### src/rtl/stack_pkg.sv
// Shared types for the Forth data stack: opcodes, control states,
// opcode class masks and an operand-count helper.
package stack_pkg;

    typedef enum logic [2:0] {
        OP_NOP  = 3'd0,
        OP_PUSH = 3'd1,
        OP_POP  = 3'd2,
        OP_DUP  = 3'd3,
        OP_SWAP = 3'd4,
        OP_OVER = 3'd5,
        OP_PICK = 3'd6,
        OP_REPL = 3'd7
    } stk_op_e;

    typedef enum logic {
        IDLE    = 1'b0,
        PICK_RD = 1'b1
    } stk_st_e;

    // One bit per opcode, indexed by the stk_op_e value.
    // Push class: ops that grow the stack (overflow when full).
    localparam logic [7:0] OP_PUSH_CLASS = 8'b0010_1010;
    // Pop class: ops that consume operands (underflow when short).
    localparam logic [7:0] OP_POP_CLASS  = 8'b1011_1100;

    function automatic logic op_in(stk_op_e op, logic [7:0] mask);
        return mask[op];
    endfunction

    // Minimum depth an op needs to be legal.
    function automatic logic [1:0] op_need(stk_op_e op);
        if (!op_in(op, OP_POP_CLASS)) return 2'd0;
        return (op == OP_SWAP || op == OP_OVER) ? 2'd2 : 2'd1;
    endfunction

endpackage

### src/rtl/stack_ram.sv
// Simple-dual-port RAM for the cells below NOS: one write port and one
// synchronous read port (read-before-write). Ports: clk, we_i/waddr_i/
// wdata_i write side, raddr_i read address, rdata_o registered data.
module stack_ram #(
    parameter int N  = 62,
    parameter int W  = 32,
    parameter int AW = $clog2(N)
) (
    input  logic          clk,
    input  logic          we_i,
    input  logic [AW-1:0] waddr_i,
    input  logic [W-1:0]  wdata_i,
    input  logic [AW-1:0] raddr_i,
    output logic [W-1:0]  rdata_o
);

    logic [W-1:0] mem_q [N];

    always_ff @(posedge clk) begin
        if (we_i) mem_q[waddr_i] <= wdata_i;
        rdata_o <= mem_q[raddr_i];
    end

endmodule

### src/rtl/tos_stack.sv
// Forth data stack: TOS/NOS in registers, deeper cells in stack_ram.
// Ports: clk, rst (async low), en, valid/ready handshake, op, vi data,
// tos/nos outputs, depth/empty/full status, sticky err_* and err_clr.
module tos_stack
    import stack_pkg::*;
#(
    parameter int DEPTH = 64,
    parameter int DSZ   = 32,
    parameter int SSZ   = $clog2(DEPTH),
    parameter int DW    = $clog2(DEPTH) + 1
) (
    input  logic           clk,
    input  logic           rst,
    input  logic           en,
    input  logic           valid,
    output logic           ready,
    input  stk_op_e        op,
    input  logic [DSZ-1:0] vi,
    output logic [DSZ-1:0] tos,
    output logic [DSZ-1:0] nos,
    output logic [DW-1:0]  depth,
    output logic           empty,
    output logic           full,
    output logic           err_ovf,
    output logic           err_unf,
    output logic           err_rng,
    input  logic           err_clr
);

    localparam logic [DW-1:0]  D_ONE = DW'(1);
    localparam logic [DW-1:0]  D_TWO = DW'(2);
    localparam logic [DW-1:0]  D_MAX = DW'(DEPTH);
    localparam logic [SSZ-1:0] S_ONE = SSZ'(1);

    logic [DSZ-1:0] tos_q, tos_d;
    logic [DSZ-1:0] nos_q, nos_d;
    logic [DW-1:0]  depth_q, depth_d;
    logic [SSZ-1:0] sp_q, sp_d;
    logic [SSZ-1:0] pick_addr_q, pick_addr_d;
    stk_st_e        st_q, st_d;
    logic           err_ovf_q, err_ovf_d;
    logic           err_unf_q, err_unf_d;
    logic           err_rng_q, err_rng_d;
    logic [DSZ-1:0] fwd_q;
    logic           fwd_hit_q, fwd_hit_d;

    logic           accept;
    logic           is_full;
    logic [SSZ-1:0] pick_n;
    logic           pick_go;
    logic           set_ovf, set_unf, set_rng;
    logic [DSZ-1:0] push_v;
    logic           ram_we;
    logic [SSZ-1:0] ram_raddr;
    logic [DSZ-1:0] ram_rdata;
    logic [DSZ-1:0] rd_data;

    assign ready   = (st_q == IDLE);
    assign accept  = valid & ready & en;
    assign is_full = (depth_q == D_MAX);
    assign pick_n  = vi[SSZ-1:0];
    // A write last cycle to the address being read returns stale RAM data.
    assign rd_data = fwd_hit_q ? fwd_q : ram_rdata;

    always_comb begin
        unique case (op)
            OP_DUP:  push_v = tos_q;
            OP_OVER: push_v = nos_q;
            default: push_v = vi;
        endcase
    end

    always_comb begin
        tos_d       = tos_q;
        nos_d       = nos_q;
        depth_d     = depth_q;
        sp_d        = sp_q;
        st_d        = st_q;
        pick_addr_d = pick_addr_q;
        set_ovf     = 1'b0;
        set_unf     = 1'b0;
        set_rng     = 1'b0;
        pick_go     = 1'b0;
        ram_we      = 1'b0;

        if (st_q == PICK_RD) begin
            if (en) begin
                tos_d = rd_data;
                st_d  = IDLE;
            end
        end else if (accept) begin
            if (depth_q < DW'(op_need(op))) begin
                set_unf = 1'b1;
            end else if (op_in(op, OP_PUSH_CLASS) && is_full) begin
                set_ovf = 1'b1;
            end else begin
                unique case (op)
                    OP_PUSH, OP_DUP, OP_OVER: begin
                        tos_d   = push_v;
                        nos_d   = tos_q;
                        depth_d = depth_q + D_ONE;
                        if (depth_q >= D_TWO) begin
                            ram_we = 1'b1;
                            sp_d   = sp_q + S_ONE;
                        end
                    end
                    OP_POP: begin
                        tos_d   = nos_q;
                        depth_d = depth_q - D_ONE;
                        if (depth_q > D_TWO) begin
                            nos_d = rd_data;
                            sp_d  = sp_q - S_ONE;
                        end else begin
                            nos_d = '0;
                        end
                    end
                    OP_SWAP: begin
                        tos_d = nos_q;
                        nos_d = tos_q;
                    end
                    OP_REPL: begin
                        tos_d = vi;
                    end
                    OP_PICK: begin
                        if (DW'(pick_n) >= depth_q) begin
                            set_rng = 1'b1;
                            tos_d   = '0;
                        end else if (pick_n == S_ONE) begin
                            tos_d = nos_q;
                        end else if (pick_n != '0) begin
                            // Element n sits at ram[sp-1-(n-2)].
                            pick_go     = 1'b1;
                            st_d        = PICK_RD;
                            pick_addr_d = sp_q + S_ONE - pick_n;
                        end
                    end
                    default: begin
                    end
                endcase
            end
        end

        err_ovf_d = (en & err_clr) ? 1'b0 : (err_ovf_q | set_ovf);
        err_unf_d = (en & err_clr) ? 1'b0 : (err_unf_q | set_unf);
        err_rng_d = (en & err_clr) ? 1'b0 : (err_rng_q | set_rng);
    end

    // Keep ram[sp-1] in the read register, except while a PICK is
    // in flight, where a stalled PICK_RD keeps re-reading its cell.
    always_comb begin
        if (pick_go) begin
            ram_raddr = pick_addr_d;
        end else if (st_q == PICK_RD && !en) begin
            ram_raddr = pick_addr_q;
        end else begin
            ram_raddr = sp_d - S_ONE;
        end
        fwd_hit_d = ram_we && (sp_q == ram_raddr);
    end

    always_ff @(posedge clk or negedge rst) begin
        if (!rst) begin
            tos_q       <= '0;
            nos_q       <= '0;
            depth_q     <= '0;
            sp_q        <= '0;
            pick_addr_q <= '0;
            st_q        <= IDLE;
            err_ovf_q   <= 1'b0;
            err_unf_q   <= 1'b0;
            err_rng_q   <= 1'b0;
            fwd_q       <= '0;
            fwd_hit_q   <= 1'b0;
        end else begin
            tos_q       <= tos_d;
            nos_q       <= nos_d;
            depth_q     <= depth_d;
            sp_q        <= sp_d;
            pick_addr_q <= pick_addr_d;
            st_q        <= st_d;
            err_ovf_q   <= err_ovf_d;
            err_unf_q   <= err_unf_d;
            err_rng_q   <= err_rng_d;
            fwd_q       <= nos_q;
            fwd_hit_q   <= fwd_hit_d;
        end
    end

    stack_ram #(
        .N  (DEPTH - 2),
        .W  (DSZ),
        .AW (SSZ)
    ) u_ram (
        .clk     (clk),
        .we_i    (ram_we),
        .waddr_i (sp_q),
        .wdata_i (nos_q),
        .raddr_i (ram_raddr),
        .rdata_o (ram_rdata)
    );

    assign tos     = tos_q;
    assign nos     = nos_q;
    assign depth   = depth_q;
    assign empty   = (depth_q == '0);
    assign full    = is_full;
    assign err_ovf = err_ovf_q;
    assign err_unf = err_unf_q;
    assign err_rng = err_rng_q;

endmodule

### config.mk
export PLATFORM = sky130hd
export DESIGN_NAME = tos_stack
export DESIGN_NICKNAME = d
export VERILOG_FILES = /design/src/rtl/stack_pkg.sv /design/src/rtl/stack_ram.sv /design/src/rtl/tos_stack.sv
export SDC_FILE = /design/constraint.sdc
export NUM_CORES = 2
export LEC_CHECK = 0
export BUFFER_PORTS_ARGS = -buffer_cell sky130_fd_sc_hd__buf_2
export CORE_MARGIN = 8
export CORE_UTILIZATION = 58
export DETAILED_ROUTE_END_ITERATION = 7
export PLACE_DENSITY = 0.85
export SYNTH_ARGS = -nofsm -noshare
export SYNTH_HDL_FRONTEND = slang
export SYNTH_HIERARCHICAL = 1
export SYNTH_SLANG_ARGS = --single-unit
### constraint.sdc
create_clock -name clk -period 8.5 [get_ports clk]
set_input_delay 0.85 -clock clk [delete_from_list [all_inputs] [get_ports clk]]
set_output_delay 0.85 -clock clk [all_outputs]
set_load 0.05 [all_outputs]
==> out/metrics.csv <==
stage;metric;value;unit
critical_path;critPathRequiredTime;9.21;ns
timing;finalHoldViolCount;0;
global_route;grt_max_degree;78;
floorplan;fp.coreArea;144000;um2
detailed_routing;drc_errors;4;
global_route;overflow;0;
clocking;cts_tree;built;
place;io_buffer_count;116;
synthesis;ys_seq_area_frac;0.752;
critical_path;max_stage_delay;1.03;ns
clocking;htree_num_levels;4;
critical_path;cp-end-kind;flop;
outcome;failed_checks;design-rule violations;
floorplan;die_x;397;um
timing;setup_viol;0;
global_route;grt_use_met1;0.388;
place;place_congestion;0.961;
outcome;status;complete, but fails checks;
timing;fin_tns_setup;0;ns
timing;finalCriticalPeriod;6.71;ns
synthesis;synth_flop_cell;edfxtp_1;
cells_and_area;final_nets;4475;
pwr;power_density;437;nW/um2
synthesis;yosys_warnings;6;
critical_path;start_kind;flop;
critical_path;path_common_cell;a21oi_1;
timing;rsz0062_at_grt;no;
synthesis;syn_avg_cell_area;20.1;um2
cells_and_area;drive_gt1_frac;0.273;
timing;skew;0.0353;ns
place;dp_hpwl;137;mm
floorplan;io_pins;117;
clocking;clk_pin_slew;0.07;ns
global_route;grt-busiest-layer;met2;
pwr;pwr-share-clk;0.212;
pwr;vdd_drop_max;0.348;mV
detailed_routing;viasPerCell;7.31;
pwr;swShare;0.406;
critical_path;rrSetupSlack;1.79;ns
detailed_routing;drtIter0Drc;8633;
critical_path;crit_path_max_fanout;32;
worst_hold_path;hold_path.class;in2async;
clocking;post_cts_buffers;0;
global_route;grt_pass1_wl;354;mm
pwr;p_sw;16.6;mW
synthesis;syn-num-nets;4245;
timing;max-slew-margin-rel;0.0683;
clocking;cts_buffers;195;
pwr;p_int;24.4;mW
synthesis;synthArstFlopShare;0.0562;
critical_path;critPathLaunch;depth[1];
critical_path;crit_end;u_ram/rdata_o[6];
critical_path;slowest_stage;nor2_1;
timing;period_share;0.789;
critical_path;reg2reg_from;depth[1];
pwr;pwr-share-comb;0.446;
global_route;globalRouteMet3Util;0.102;
place;place_area;87700;um2
clocking;clock_latency;0.84;ns
global_route;first_global_vias;47400;
floorplan;dieArea;157000;um2
synthesis;ys_types;99;
detailed_routing;firstDrtPassIters;8;
cells_and_area;areaGrowthSynthToFinish;11.7;%
pwr;seq_power_share;0.342;
floorplan;row_count;139;
clocking;clock-sinks;2136;
critical_path;worstSetupPathType;reg2reg;
global_route;track_usage;0.316;
pwr;p_leak;30.0;nW
timing;tightest_slew;1.39;ns
critical_path;r2r_end;u_ram/rdata_o[6];
global_route;use_met2;0.491;
synthesis;synth-edff-count;1984;
critical_path;cp_cell_sequence;inv_1 -> ha_1 -> a21oi_1 -> o21ai_0 -> a21oi_1 -> nand4_1 -> and2_1 -> a21oi_4 -> buf_4 -> nand2b_1 -> nor2_1 -> a22oi_1 -> o311a_1 -> o311ai_1;
critical_path;r2r.worst_path.cells;14;
clocking;ctsHoldBuffers;0;
cells_and_area;final_area;93900;um2
floorplan;die_h;397;um
synthesis;syn_inst;4183;
run;maxCapViolCount;0;
critical_path;worstPathArrival;7.42;ns
timing;max_freq;0.149;GHz
detailed_routing;totalWireLength;251;mm
clocking;ctsResizeCount;0;
detailed_routing;wl_per_cell;38.7;um
clocking;clockRootBuffer;clkbuf_16;
detailed_routing;vias;47400;
clocking;cts_buffer_depth;3;
synthesis;ys_seq_elements;2136;
detailed_routing;ant_nets;0;
synthesis;netlist_area;84100;um2
floorplan;initial_core_util;0.585;
timing;drv_slew;0;
global_route;grt_antenna_before_repair;23;
==> kinds of logic after synthesis <==
group	Yosys count	synth area share
xor+xnor	22	0.00229
mux	682	0.151
flops	2136	0.752
compound gates	554	0.0448
simple gates	493	0.0293
fa+ha+maj	22	0.00345
buf+inv	274	0.0176
==> cell usage after synthesis (11+ instances only) <==
cell / count / area (um2)
edfxtp_1: 1984 / 59600
buf_6: 24 / 270
o221ai_1: 25 / 219
a31oi_1: 30 / 188
nor3_1: 14 / 70.1
nor2b_1: 26 / 163
a22o_1: 24 / 210
a21o_1: 14 / 105
nor4_1: 11 / 68.8
mux4_2: 458 / 10300
o21ai_0: 82 / 410
nand2b_1: 27 / 169
mux2_2: 87 / 980
xnor2_1: 14 / 123
dfrtp_1: 120 / 3000
a22oi_1: 66 / 495
a211oi_1: 12 / 90.1
buf_2: 43 / 215
inv_1: 25 / 93.8
buf_1: 18 / 67.6
dfxtp_1: 32 / 641
nand2_1: 102 / 383
mux2i_1: 137 / 1370
o31ai_1: 12 / 90.1
clkbuf_1: 121 / 454
a21oi_1: 145 / 726
nand3b_1: 33 / 248
o22ai_1: 54 / 338
or4_1: 12 / 90.1
nand3_1: 11 / 55.1
buf_4: 31 / 233
nor2_1: 206 / 773
a222oi_1: 18 / 180
ha_1: 20 / 250
==> metrics by stage <==
stage | std cells | utilization | power, mW | setup WS (ns) | hold slack, ns
finish | 6491 | 0.653 | 41.0 | 1.79 | 0.0390
global route | 6481 | 0.653 | 41.7 | 1.72 | 0.0647
CTS | 6479 | 0.653 | 40.4 | 2.08 | 0.0168
detailed placement | 6119 | 0.610 | 31.4 | 1.30 | 0.474
global placement | 6119 | 0.610 | 30.8 | 1.38 | 0.461
floorplan | 4183 | - | 25.0 | 3.19 | 0.446
==> flip-flops by register name, indices dropped and copies added, names as in the netlist <==
name,count
u_ram/mem_q,1984
fwd_q,32
nos,32
tos,32
u_ram/rdata_o,32
depth,7
pick_addr_q,6
sp_q,6
err_ovf,1
err_rng,1
err_unf,1
fwd_hit_q,1
st_q,1
==> routing by layer <==
| metal | routed length, um | vias to the layer above | part of all wire |
|---|---|---|---|
| li1 | - | 17800 | - |
| met1 | 77600 | 23800 | 0.31 |
| met2 | 115000 | 4779 | 0.46 |
| met3 | 37800 | 1081 | 0.15 |
| met4 | 20600 | 14 | 0.082 |
| met5 | 119 | - | 0.00047 |
==> final cells by class <==
class                           count  area (um2)
Antenna cell                       12        30.0
Sequential cell                  2136       63300
Fill cell                        8529       49900
Clock inverter                    104         925
Clock buffer                      256        5320
Tap cell                         1903        2380
Multi-Input combinational cell   1773       19900
Timing Repair Buffer              280        2010
Inverter                           27         101
==> power groups by stage <==
| stage | registers (mW) | clock network [mW] | logic, mW |
|---|---|---|---|
| after global routing | 14.0 | 9.09 | 18.6 |
| after CTS | 14.0 | 8.72 | 17.7 |
| after floorplan | 15.1 | 0 | 9.90 |
| after global placement | 14.1 | 0 | 16.7 |
| final | 14.0 | 8.70 | 18.3 |
| after detailed placement | 14.2 | 0 | 17.2 |
==> critical path: cells and delay by family (launching register included) <==
| kind | cells | cell delay [ns] |
|---|---|---|
| AOI/OAI and AO/OA | 7 | 2.02 |
| adders and majority gates | 1 | 0.20 |
| buffers and inverters | 2 | 0.69 |
| and+or+nand+nor | 4 | 3.09 |
| DFF | 1 | 0.55 |
==> placed cells by master (no fill, tap or decap), types with 41 or more instances in the layout <==
cell type	instances
o21ai_0	81
mux2_2	86
buf_4	149
edfxtp_1	1984
o22ai_1	54
clkbuf_16	200
mux4_2	458
clkbuf_1	46
a21oi_1	143
buf_2	115
nor2_4	61
a22oi_1	66
nand2_1	102
mux2i_1	137
clkinv_2	41
nor2_1	145
dfrtp_1	88
==> how the worst min path moves through the flow <==
| stage | to | slack [ns] | start |
|---|---|---|---|
| floorplan | pick_addr_q[0] | 0.45 | pick_addr_q[0] |
| global route | tos[8] | 0.06 | rst |
| global placement | pick_addr_q[0] | 0.46 | pick_addr_q[0] |
| detailed placement | pick_addr_q[0] | 0.47 | pick_addr_q[0] |
| CTS | sp_q[1] | 0.02 | rst |
| finish | sp_q[1] | 0.04 | rst |
No activity file was read; power rests on OpenSTA's default activity.
